--- src/rtl/task_in_arb_pkg.sv ---
// ============================================================================
//  Module      : task_in_arb_pkg
//  Description : Shared state encoding and width helper for task_in_arbiter.
//  Revision    : 1.0 - initial release
// ============================================================================
`default_nettype none

package task_in_arb_pkg;

    typedef enum logic [1:0] {
        s_IDLE  = 2'd0,
        s_XFER  = 2'd1,
        s_FLUSH = 2'd2
    } arb_state_e;

    // Bits needed to hold values 0..value-1, never less than one bit.
    function automatic int clog2w(input int value);
        int w;
        w = 1;
        while ((1 << w) < value) begin
            w = w + 1;
        end
        return w;
    endfunction

endpackage : task_in_arb_pkg

`default_nettype wire

--- src/rtl/task_in_arbiter_rr_pick.sv ---
// ============================================================================
//  Module      : rr_pick
//  Description : Combinational round-robin picker; search starts one past the
//                last granted index and wraps. Returns one-hot grant + index.
//  Revision    : 1.0 - initial release
// ============================================================================
`default_nettype none

module rr_pick #(
    parameter int NUM_PORTS = 4,
    parameter int IDX_W     = 2
) (
    input  logic [NUM_PORTS-1:0] req_i,
    input  logic [IDX_W-1:0]     last_idx_i,
    output logic [NUM_PORTS-1:0] grant_o,
    output logic [IDX_W-1:0]     idx_o
);

    logic             w_found;
    logic [IDX_W-1:0] w_cand;
    int               w_sum;

    always_comb begin
        grant_o = '0;
        idx_o   = last_idx_i;
        w_found = 1'b0;
        w_cand  = '0;
        w_sum   = 0;
        for (int i = 1; i <= NUM_PORTS; i++) begin
            w_sum = int'(last_idx_i) + i;
            if (w_sum >= NUM_PORTS) begin
                w_sum = w_sum - NUM_PORTS;
            end
            w_cand = IDX_W'(w_sum);
            if (!w_found && req_i[w_cand]) begin
                w_found         = 1'b1;
                grant_o[w_cand] = 1'b1;
                idx_o           = w_cand;
            end
        end
    end

endmodule : rr_pick

`default_nettype wire

--- src/rtl/task_in_arbiter.sv ---
// ============================================================================
//  Module      : task_in_arbiter
//  Description : Routes one upstream stream frame at a time to a round-robin
//                selected task-input port, capping frames at MAX_WORDS beats.
//  Revision    : 1.0 - initial release
// ============================================================================
`default_nettype none

module task_in_arbiter
    import task_in_arb_pkg::*;
#(
    parameter int NUM_PORTS  = 4,
    parameter int DATA_WIDTH = 8,
    parameter int MAX_WORDS  = 243
) (
    input  logic                                 i_clk,
    input  logic                                 i_rst_n,
    input  logic                                 i_tdata_valid,
    input  logic [DATA_WIDTH-1:0]                i_tdata,
    input  logic                                 i_tdata_last,
    output logic                                 o_tready,
    input  logic [NUM_PORTS-1:0]                 i_req,
    output logic [NUM_PORTS-1:0]                 o_grant,
    output logic [NUM_PORTS-1:0]                 o_tdata_valid,
    output logic [DATA_WIDTH-1:0]                o_tdata,
    output logic [NUM_PORTS-1:0]                 o_tdata_last,
    output logic                                 o_busy,
    output logic [clog2w(MAX_WORDS+1)-1:0]       o_word_cnt,
    output logic                                 o_overrun
);

    localparam int                 IDX_W      = clog2w(NUM_PORTS);
    localparam int                 CNT_W      = clog2w(MAX_WORDS + 1);
    localparam logic [CNT_W-1:0]   CAP_CNT    = CNT_W'(MAX_WORDS - 1);
    localparam logic [IDX_W-1:0]   LAST_RESET = IDX_W'(NUM_PORTS - 1);

    arb_state_e             state_q, state_d;
    logic [NUM_PORTS-1:0]   grant_q, grant_d;
    logic [IDX_W-1:0]       last_idx_q, last_idx_d;
    logic [CNT_W-1:0]       word_cnt_q, word_cnt_d;
    logic                   overrun_q, overrun_d;

    logic [NUM_PORTS-1:0]   w_pick_grant;
    logic [IDX_W-1:0]       w_pick_idx;
    logic                   w_accept;
    logic                   w_cap;

    rr_pick #(
        .NUM_PORTS (NUM_PORTS),
        .IDX_W     (IDX_W)
    ) u_rr_pick (
        .req_i      (i_req),
        .last_idx_i (last_idx_q),
        .grant_o    (w_pick_grant),
        .idx_o      (w_pick_idx)
    );

    assign o_tready   = (state_q != s_IDLE);
    assign o_busy     = (state_q != s_IDLE);
    assign o_grant    = grant_q;
    assign o_tdata    = i_tdata;
    assign o_word_cnt = word_cnt_q;
    assign o_overrun  = overrun_q;

    assign w_accept = i_tdata_valid && o_tready;
    // The beat that would bring the count to MAX_WORDS.
    assign w_cap    = (word_cnt_q == CAP_CNT);

    always_comb begin
        o_tdata_valid = '0;
        o_tdata_last  = '0;
        if (state_q == s_XFER) begin
            o_tdata_valid = grant_q & {NUM_PORTS{i_tdata_valid}};
            o_tdata_last  = grant_q & {NUM_PORTS{i_tdata_last | (i_tdata_valid & w_cap)}};
        end
    end

    always_comb begin
        state_d    = state_q;
        grant_d    = grant_q;
        last_idx_d = last_idx_q;
        word_cnt_d = word_cnt_q;
        overrun_d  = overrun_q;
        case (state_q)
            s_IDLE: begin
                if (i_req != '0) begin
                    grant_d    = w_pick_grant;
                    last_idx_d = w_pick_idx;
                    word_cnt_d = '0;
                    state_d    = s_XFER;
                end
            end
            s_XFER: begin
                if (w_accept) begin
                    word_cnt_d = word_cnt_q + 1'b1;
                    if (i_tdata_last) begin
                        grant_d = '0;
                        state_d = s_IDLE;
                    end else if (w_cap) begin
                        grant_d   = '0;
                        overrun_d = 1'b1;
                        state_d   = s_FLUSH;
                    end
                end
            end
            s_FLUSH: begin
                if (w_accept && i_tdata_last) begin
                    state_d = s_IDLE;
                end
            end
            default: begin
                grant_d = '0;
                state_d = s_IDLE;
            end
        endcase
    end

    always_ff @(posedge i_clk or negedge i_rst_n) begin
        if (!i_rst_n) begin
            state_q    <= s_IDLE;
            grant_q    <= '0;
            last_idx_q <= LAST_RESET;
            word_cnt_q <= '0;
            overrun_q  <= 1'b0;
        end else begin
            state_q    <= state_d;
            grant_q    <= grant_d;
            last_idx_q <= last_idx_d;
            word_cnt_q <= word_cnt_d;
            overrun_q  <= overrun_d;
        end
    end

endmodule : task_in_arbiter

`default_nettype wire

--- config.mk ---
export PLATFORM = sky130hd
export DESIGN_NAME = task_in_arbiter
export DESIGN_NICKNAME = d
export VERILOG_FILES = /design/src/rtl/task_in_arb_pkg.sv /design/src/rtl/task_in_arbiter_rr_pick.sv /design/src/rtl/task_in_arbiter.sv
export SDC_FILE = /design/constraint.sdc
export NUM_CORES = 1
export LEC_CHECK = 0
export ABC_AREA = 1
export CAP_MARGIN = 0
export CELL_PAD_IN_SITES_DETAIL_PLACEMENT = 0
export CELL_PAD_IN_SITES_GLOBAL_PLACEMENT = 2
export CORE_MARGIN = 10
export CORE_UTILIZATION = 23
export DETAILED_ROUTE_END_ITERATION = 12
export GPL_TIMING_DRIVEN = 1
export PLACE_DENSITY_LB_ADDON = 0.25
export SETUP_SLACK_MARGIN = 0.1
export SLEW_MARGIN = 20
export SYNTH_ARGS = -nofsm -noshare
export SYNTH_HDL_FRONTEND = slang
export SYNTH_SLANG_ARGS = --single-unit
--- constraint.sdc ---
create_clock -name i_clk -period 1.8 [get_ports i_clk]
set_input_delay 0.54 -clock i_clk [delete_from_list [all_inputs] [get_ports i_clk]]
set_output_delay 0.54 -clock i_clk [all_outputs]
set_load 0.02 [all_outputs]
==> results.md, run 1 <==
* Outcome: complete, but fails checks
* Failing checks: negative setup slack
* Detailed Route WL at ~4400 um
* Placer's final routability congestion estimate at roughly 0.74
* Switch Pwr at approximately 1.8 mW
* Placed wire-length estimate after detailed placement at approximately 3500 um
* Cell area after placement at 0.00226 mm^2
* Cell Rows at 30
* Max cap viols at 0
* H-tree levels at 1
* Leakage dissipation at between 1 and 1.5 nW
* Diodes inserted at 0
* Crit path kind: reg2out
* Clock net sink count at 17
* Clock tree from TritonCTS: built
* Worst hold path startpoint: o_overrun
* Initial drt markers at 53
* Internal Dissipation at approximately 1.8 mW
* Final setup violation count at 4
* Cell at the root of the clock tree: sky130_fd_sc_hd__clkbuf_8
* Y dimension of the die at ~100 um
* Endpoint type of the worst setup path: output port
* GRT Overall Usage at under 10%
* Number of buffers added to fix hold violations after cts at 0
* Full die area at 0.0105 mm^2
* Area of the core region at 0.00672 mm^2
* Starting density of the core at about a quarter
* Worst hold slack across all endpoints at between 0.4 and 0.5 ns
* Number of distinct library cell variants in the gate-level netlist after synthesis at 26
* Post-synthesis xor/xnor area fraction at less than 1%
* Clock-pin slew on the worst setup and hold paths at ~0.07 ns
* Max Freq at 0.483 GHz
* Part of the power in registers at 15.7%
* Launching point of the worst reg2reg path: last_idx_q[0]
* Sw Share at roughly 51%
* Type of the tightest min-delay check: reg2reg
* I/O Buffers at 30
* Routed via count divided by cell count at about 4.2
* Number of buffers between clock root and the deepest sink at 2
* Wirelength per Cell at 12.4 um
* Adder and majority gate portion of the synthesized area at roughly 8.0%
* Post-Syn Area per Cell at 7.31 um^2
* Number of synthesis warnings at 0
* WP data required at ~1.3 ns
* DRC at 0
* Leftover overflow at the end of global routing at 0
* Syn nets at ~240
* Post-synthesis mux area share at 0%
* CP startpoint kind: register
* Compound-Gate Fraction of Synth Area at roughly 4.5%
* Final hold violation count at 0
* Number of storage elements in the synthesis netlist at 17
* Maximum number of pins on one net before global-route repair at 18
* Vias in the first global route at between 1500 and 2000
* WP data arrival at between 1.5 and 2 ns
* Dominant combinational cell family by area after synthesis: simple AND/OR/NAND/NOR gates
* Clk_skew at roughly 0.0011 ns
* Count of non-filler cells in the finished layout at around 360
* Clock latency of the later-clocked register in the worst-skew pair at between 0.2 and 0.3 ns
* Share of the yosys chip area belonging to registers at 27.2%
* Maximum fanout along the worst path at 4
* Area Overhead vs Synth at 55.2%
* Min Tclk post-route at between 2 and 2.5 ns
* Antenna Nets Post-Route at 0
* Final Net Count at 304
* Via count at ~1500
* Post-synth design cell area at 0.00157 mm^2
* Relative contribution of combinational cells to total power at roughly 76%
* CP Launch Point: o_word_cnt[0]
* Horizontal die dimension at roughly 100 um
* Power per Cell Area at 1470 mW/mm^2
* Slew HR at between 80% and 90%
* Unrepaired setup endpoints after global routing: true
* Post-route clock period utilization at 115%
* Number of cells after detailed placement at 348
* Transition time of the tightest slew-check pin at around 0.26 ns
* Number of ports placed on the die boundary at between 40 and 50
* Post-synthesis cell count at about 220
* Final count of pins violating max slew at 0
* Number of clock buffers inserted by TritonCTS at 3
* Final setup margin at -0.271 ns
* Maximum vdd ir drop at 336 uV
* Number of iterations in the first detailed-routing pass at 4
* Clock share of power at around 8.2%
* Initial antenna violation count at 0
* Wire length of the first global-routing pass at slightly above 7000 um
* Final standard cell area without fillers at between 0.002 and 0.0025 mm^2
* Post-synthesis simple-gate area fraction at 46.8%
* Layout cells sized above 1 at between 40 and 50%
-- stage by stage --
| step | power (mW) | setup TNS, ns | worst slack [ns] | utilization (%) |
|---|---|---|---|---|
| 2_1_floorplan | 2.36 | -0.0831 | -0.0208 | - |
| 3_3_place_gp | 3.23 | -8.01 | -0.806 | 33.7 |
| 3_5_place_dp | 3.22 | -8.26 | -0.832 | 33.7 |
| 4_1_cts | 3.48 | -1.36 | -0.346 | 34.6 |
| 5_1_grt | 3.91 | -1.77 | -0.378 | 36.3 |
| 6_report | 3.59 | -1.07 | -0.271 | 36.3 |
-- cell usage in the layout, fill, tap and decap left out --
cell type	netlist	layout
sky130_fd_sc_hd__nor2_8	2	2
sky130_fd_sc_hd__inv_2	5	9
sky130_fd_sc_hd__dfrtp_1	15	15
sky130_fd_sc_hd__buf_2	0	1
sky130_fd_sc_hd__nor3_4	0	4
sky130_fd_sc_hd__nor3_1	7	2
sky130_fd_sc_hd__buf_12	0	1
sky130_fd_sc_hd__o21ai_0	4	4
sky130_fd_sc_hd__nand4_1	4	4
sky130_fd_sc_hd__nor2_1	19	8
sky130_fd_sc_hd__clkbuf_8	0	3
sky130_fd_sc_hd__ha_1	10	9
sky130_fd_sc_hd__nand3_1	24	17
sky130_fd_sc_hd__nand2_4	7	8
sky130_fd_sc_hd__nand3_4	3	3
sky130_fd_sc_hd__dlygate4sd2_1	0	14
sky130_fd_sc_hd__dlymetal6s2s_1	0	4
sky130_fd_sc_hd__inv_1	26	21
sky130_fd_sc_hd__nor2_2	0	4
sky130_fd_sc_hd__xor2_1	1	1
sky130_fd_sc_hd__clkdlybuf4s50_1	0	2
sky130_fd_sc_hd__dfstp_2	2	2
sky130_fd_sc_hd__nand2_8	1	2
sky130_fd_sc_hd__buf_4	9	35
sky130_fd_sc_hd__nand2_1	56	51
sky130_fd_sc_hd__inv_4	0	1
sky130_fd_sc_hd__inv_8	0	1
sky130_fd_sc_hd__nand3_2	4	11
sky130_fd_sc_hd__a21oi_1	3	3
sky130_fd_sc_hd__clkbuf_1	0	1
sky130_fd_sc_hd__o31ai_1	1	1
sky130_fd_sc_hd__ha_4	0	1
sky130_fd_sc_hd__buf_6	1	11
sky130_fd_sc_hd__a22oi_2	1	1
sky130_fd_sc_hd__nand2_2	5	8
sky130_fd_sc_hd__nor3_2	0	1
sky130_fd_sc_hd__o21ai_1	3	3
sky130_fd_sc_hd__nor2_4	1	8
-- synthesized netlist by cell type (all sizes together) --
| library cell | instances | share of area, % |
|---|---|---|
| ha | 10 | 8.0 |
| dfstp | 2 | 3.3 |
| inv | 32 | 8.0 |
| dfrtp | 15 | 24 |
| o21ai | 7 | 2.2 |
| o31ai | 1 | 0.48 |
| nand4 | 4 | 1.6 |
| nand3 | 31 | 14 |
| nor3 | 7 | 2.2 |
| xor2 | 1 | 0.56 |
| nand2 | 69 | 22 |
| a21oi | 3 | 0.96 |
| a22oi | 1 | 0.80 |
| buf | 10 | 5.0 |
| nor2 | 22 | 7.8 |
-- routing by layer --
| metal | global-route usage [%] | vias to the layer above | part of all wire [%] |
|---|---|---|---|
| li1 | - | 796 | - |
| met1 | 10.1 | 682 | 44 |
| met2 | 14.8 | 23 | 50 |
| met3 | 2.21 | 2 | 5.5 |
| met4 | 1.63 | 0 | 0.59 |
| met5 | 0 | - | 0 |
-- power by group through the flow --
stage          clock, mW  combinational (mW)  sequential [mW]
5_1_grt            0.321                3.01            0.575
3_3_place_gp           0                2.66            0.569
3_5_place_dp           0                2.64            0.573
6_report           0.295                2.73            0.564
2_1_floorplan          0                1.66            0.697
4_1_cts            0.309                2.61            0.566
-- flip-flops by register name (all words and copies together) (netlist names) --
signal      cells
o_overrun       1
state_q         2
o_grant         4
o_word_cnt      8
last_idx_q      2
-- kinds of logic (layout without fill, tap and decap cells) --
kind of cell    count (synthesis)  after routing
xor+xnor                        1              1
buf+inv                        42            104
compound gates                 12             12
flops                          17             17
simple gates                  133            133
fa+ha+maj                      10             10
-- critical path: stages, from the launching register on --
cell	delay (ns)
sky130_fd_sc_hd__dfrtp_1	0.39
sky130_fd_sc_hd__inv_1	0.06
sky130_fd_sc_hd__ha_1	0.14
sky130_fd_sc_hd__nand4_1	0.17
sky130_fd_sc_hd__nor2_4	0.17
sky130_fd_sc_hd__nor2_4	0.08
sky130_fd_sc_hd__nor3_4	0.12
sky130_fd_sc_hd__buf_6	0.14
-- area by class of cell --
type / count / area (um^2)
well taps: 80 / 100
inverters: 32 / 130
flip-flops and latches: 17 / 428
clock buffers: 4 / 45.0
repair buffers: 68 / 604
multi-input cells: 156 / 1130
fillers: 715 / 4280
-- final timing paths --
kind                       depth (start not counted)              end  slack [ns]
max                                                7  o_tdata_last[0]       -0.27
min                                                2        o_overrun        0.46
max reg2reg                                       11       o_grant[0]        0.02
min reg2reg                                        2        o_overrun        0.46
max in group asynchronous                          2    last_idx_q[0]        0.93
min in group asynchronous                          2       o_grant[3]        0.61
-- timing repair --
| action | in CTS | in global routing |
|---|---|---|
| buffers inserted | 2 | 4 |
| endpoints found under the setup margin | 31 | 19 |
| pin swaps | 4 | 15 |
| resized for setup | 76 | 28 |
No activity file was read; power rests on OpenSTA's default activity.
==> inputs of run 2 (changes only) <==
--- a/config.mk
+++ b/config.mk
@@ -5,12 +5,11 @@
 export SDC_FILE = /design/constraint.sdc
 export NUM_CORES = 1
 export LEC_CHECK = 0
-export ABC_AREA = 1
 export CAP_MARGIN = 0
 export CELL_PAD_IN_SITES_DETAIL_PLACEMENT = 0
 export CELL_PAD_IN_SITES_GLOBAL_PLACEMENT = 2
 export CORE_MARGIN = 10
-export CORE_UTILIZATION = 23
+export CORE_UTILIZATION = 24
 export DETAILED_ROUTE_END_ITERATION = 12
 export GPL_TIMING_DRIVEN = 1
 export PLACE_DENSITY_LB_ADDON = 0.25
==> run 2 against run 1 <==
Against the previous run:
- the flow still finishes with violations (negative setup slack)
- clock power shrank 1%
- hold slack better by 0.0028 ns
- routed wire length fell by 0.32%
- cell area is 8.1% lower
- non-clock buffer count rose by 9
- critical path type unchanged
- critical endpoint is now o_tdata_last[3]
- largest power group unchanged
==> results.md, run 2 <==
* Outcome: complete, but fails checks (unchanged)
* Failing checks: negative setup slack (unchanged)
* Relative contribution of combinational cells to total power at 71.5% (was 76.1%)
* DRC at 0 (unchanged)
* I/O Buffers at 30 (unchanged)
* Clock net sink count at 17 (unchanged)
* Setup TNS at -3.87 ns (was -1.07 ns)
* Leading cell type in the layout, fill and taps excluded: sky130_fd_sc_hd__buf_4 (was sky130_fd_sc_hd__nand2_1)
* Number of distinct library cell variants in the gate-level netlist after synthesis at 47 (was 26)
* Layout cells sized above 1 at 41.8% (was 42.2%)
* Diodes inserted at 0 (unchanged)
* Met2 usage at 15.8% (was 14.8%)
* Transition time of the tightest slew-check pin at 0.383 ns (was 0.258 ns)
* Maximum number of pins on one net before global-route repair at 24 (was 18)
* Initial antenna violation count at 0 (unchanged)
* Post-Syn Area per Cell at 8.69 um^2 (was 7.31 um^2)
* Clock-pin slew on the worst setup and hold paths at 0.07 ns (about the same)
* Fraction of registers with async set or reset after synthesis at 100% (unchanged)
* Routed via count divided by cell count at 4.76 (was 4.21)
* Top cells by area, synth: sky130_fd_sc_hd__dfrtp_1, sky130_fd_sc_hd__ha_1, sky130_fd_sc_hd__and2_1 (was sky130_fd_sc_hd__dfrtp_1, sky130_fd_sc_hd__nand2_1, sky130_fd_sc_hd__ha_1)
* Final Net Count at 259 (was 304)
* Final setup violation count at 14 (was 4)
* Max cap viols at 0 (unchanged)
* Finished Core Util at 37.9% (was 36.3%)
* Type of the tightest min-delay check: reg2reg (unchanged)
* Initial drt markers at 54 (was 53)
* H-tree levels at 1 (unchanged)
* Final hold violation count at 0 (unchanged)
* Endpoint type of the worst setup path: output port (unchanged)
* Syn nets at 194 (was 241)
* Clock latency of the later-clocked register in the worst-skew pair at 0.25 ns (was 0.26 ns)
* Post-synthesis cell count at 168 (was 215)
* Share of the yosys chip area belonging to registers at 29.3% (was 27.2%)
* Unrepaired setup endpoints after global routing: true (unchanged)
* Via count at 1460 (was 1503)
* Number of enable-type register cells in the synthesized netlist at 0 (unchanged)
* Vias in the first global route at 1501 (was 1544)
* Power per Cell Area at 1380 mW/mm^2 (was 1470 mW/mm^2)
* Crit path kind: reg2out (unchanged)
* Number of cells after detailed placement at 297 (was 348)
* Number of ports placed on the die boundary at 47 (unchanged)
* Horizontal die dimension at 98 um (was 103 um)
* R2R Path End: o_grant[2] (was o_grant[0])
* Top flip-flop cell by instance count after synthesis: sky130_fd_sc_hd__dfrtp_1 (unchanged)
* Number of synthesis warnings at 0 (unchanged)
* Final count of pins violating max slew at 0 (unchanged)
* Sw Share at 43.6% (was 51.2%)
* Routing usage on met1 at 10.1% (about the same)
* Part of the power in registers at 19.1% (was 15.7%)
* Number of iterations in the first detailed-routing pass at 4 (unchanged)
* Antenna Nets Post-Route at 0 (unchanged)
* Min Tclk post-route at 2.29 ns (was 2.07 ns)
* Detailed Route WL at 4400 um (was 4420 um)
* Leading cell types in the layout, fill and taps excluded: sky130_fd_sc_hd__buf_4, sky130_fd_sc_hd__buf_6, sky130_fd_sc_hd__nor2_1, sky130_fd_sc_hd__dlygate4sd2_1 (was sky130_fd_sc_hd__nand2_1, sky130_fd_sc_hd__buf_4, sky130_fd_sc_hd__inv_1)
* Maximum fanout along the worst path at 4 (unchanged)
* Clk_skew at 0.00611 ns (was 0.00108 ns)
* WP data required at 1.26 ns (about the same)
* Layout filler cell count at 598 (was 715)
* Share of the synthesized area in the top cell type at 25.7% (was 23.9%)
* Internal Dissipation at 1.75 mW (about the same)
* Slew HR at 74.5% (was 82.7%)
* Most instantiated cells after synthesis: sky130_fd_sc_hd__nor2_1, sky130_fd_sc_hd__dfrtp_1, sky130_fd_sc_hd__and2_1, sky130_fd_sc_hd__nand2_1 (was sky130_fd_sc_hd__nand2_1, sky130_fd_sc_hd__inv_1, sky130_fd_sc_hd__nand3_1)
* Leakage dissipation at 1.05 nW (was 1.25 nW)
* CP Launch Point: o_word_cnt[0] (unchanged)
* Flip-flop count of the largest register after layout at 8 (unchanged)
* Max Freq at 0.437 GHz (was 0.483 GHz)
* Final setup margin at -0.488 ns (was -0.271 ns)
* Number of storage elements in the synthesis netlist at 17 (unchanged)
* Most common cell in the synthesized netlist: sky130_fd_sc_hd__nor2_1 (was sky130_fd_sc_hd__nand2_1)
* Clock tree from TritonCTS: built (unchanged)
* Reg2reg setup slack at -0.33 ns (was 0.02 ns)
* DP Worst Slack at -1.18 ns (was -0.832 ns)
* Yosys top cell by area: sky130_fd_sc_hd__dfrtp_1 (unchanged)
* Starting density of the core at 24.7% (was 23.4%)
* Number of buffers added to fix hold violations after cts at 0 (unchanged)
* CP startpoint kind: register (unchanged)
* Global-route track usage on met3 at 1.41% (was 2.21%)
* WP data arrival at 1.75 ns (was 1.53 ns)
* Wirelength per Cell at 14.3 um (was 12.4 um)
* Wire length of the first global-routing pass at 7340 um (was 7220 um)
* Worst Reg2Reg Path Length in Cells at 6 (was 11)
* Post-route clock period utilization at 127% (was 115%)
* Area Overhead vs Synth at 53.6% (was 55.2%)
* Full die area at 0.00960 mm^2 (was 0.0105 mm^2)
* Cell at the root of the clock tree: sky130_fd_sc_hd__clkbuf_8 (unchanged)
* Placer's final routability congestion estimate at 0.819 (was 0.740)
* Number of buffers between clock root and the deepest sink at 2 (unchanged)
* Post-synth design cell area at 0.00146 mm^2 (was 0.00157 mm^2)
* Number of clock buffers inserted by TritonCTS at 3 (unchanged)
* GRT Overall Usage at 8.84% (was 8.43%)
* Switch Pwr at 1.35 mW (was 1.84 mW)
* Clock share of power at 9.4% (was 8.2%)
* Y dimension of the die at 98 um (was 103 um)
* Launching point of the worst reg2reg path: last_idx_q[0] (unchanged)
* Placed wire-length estimate after detailed placement at 3550 um (was 3530 um)
* Leftover overflow at the end of global routing at 0 (unchanged)
* Worst hold slack across all endpoints at 0.467 ns (was 0.464 ns)
* Maximum vdd ir drop at 515 uV (was 336 uV)
* Count of non-filler cells in the finished layout at 307 (was 357)
* CP Capture Point: o_tdata_last[3] (was o_tdata_last[0])
* Busiest layer in global routing: met2 (unchanged)
* Area of the core region at 0.00592 mm^2 (was 0.00672 mm^2)
* Cell Rows at 28 (was 30)
==> run 2: per-stage QoR <==
step / total power, mW / cell area (um^2)
global placement: 2.60 / 2070
CTS: 3.09 / 2220
floorplan: 1.87 / 1500
finish: 3.10 / 2240
global route: 3.34 / 2240
detailed placement: 2.64 / 2070
==> run 2: how the worst min path moves through the flow <==
stage	from	cells past startpoint	slack, ns	end
4_1_cts	o_overrun	1	0.48	o_overrun
6_report	o_overrun	1	0.47	o_overrun
3_3_place_gp	o_overrun	1	0.45	o_overrun
5_1_grt	o_overrun	1	0.50	o_overrun
2_1_floorplan	i_rst_n	0	0.24	o_grant[0]
3_5_place_dp	o_overrun	1	0.47	o_overrun
==> run 2: logic make-up after synthesis <==
family	Yosys count	synth area share, %
DFF	17	29.3
buffers and inverters	22	9.77
AOI/OAI and AO/OA	43	19.6
and+or+nand+nor	64	23.3
adders and majority gates	10	8.57
xor gates and xnor gates	5	3.00
muxes	7	6.43
==> run 2: layer usage <==
metal  vias up  wire length, um
li1        722                -
met1       700             1930
met2        28             2270
met3        10              133
met4         0               68
met5         -                0
==> run 2: repair_timing <==
item	CTS	global route
setup endpoints to repair	40	20
setup buffers	5	1
endpoints found under the hold margin	0	0
pin swaps	11	5
gates resized for setup	102	7
==> run 2: layout make-up <==
type	instances	area [um^2]	share of cell area, %
tap	75	93.8	4.19
clock inverter	1	5.00	0.223
multi-input combinational	129	982	43.8
clock buffer	3	41.3	1.84
sequential	17	430	19.2
inverter	5	23.8	1.06
timing repair buffer	77	666	29.7
==> run 2: power groups by stage <==
stage | Clock, mW | Sequential [mW] | Combinational (mW)
after floorplan | 0 | 0.676 | 1.20
after global placement | 0 | 0.589 | 2.01
after detailed placement | 0 | 0.596 | 2.04
after CTS | 0.299 | 0.596 | 2.19
after global routing | 0.317 | 0.610 | 2.42
final | 0.291 | 0.593 | 2.22
==> run 2: critical path: stages, from the launching register on <==
cell and delay [ns]:
sky130_fd_sc_hd__dfrtp_2 0.41, sky130_fd_sc_hd__inv_2 0.07, sky130_fd_sc_hd__ha_4 0.11, sky130_fd_sc_hd__nand4b_1 0.12, sky130_fd_sc_hd__nor4_2 0.21, sky130_fd_sc_hd__nor2_1 0.09, sky130_fd_sc_hd__nor2_1 0.11, sky130_fd_sc_hd__buf_4 0.14
sky130_fd_sc_hd__and2_4 0.14, sky130_fd_sc_hd__buf_6 0.11
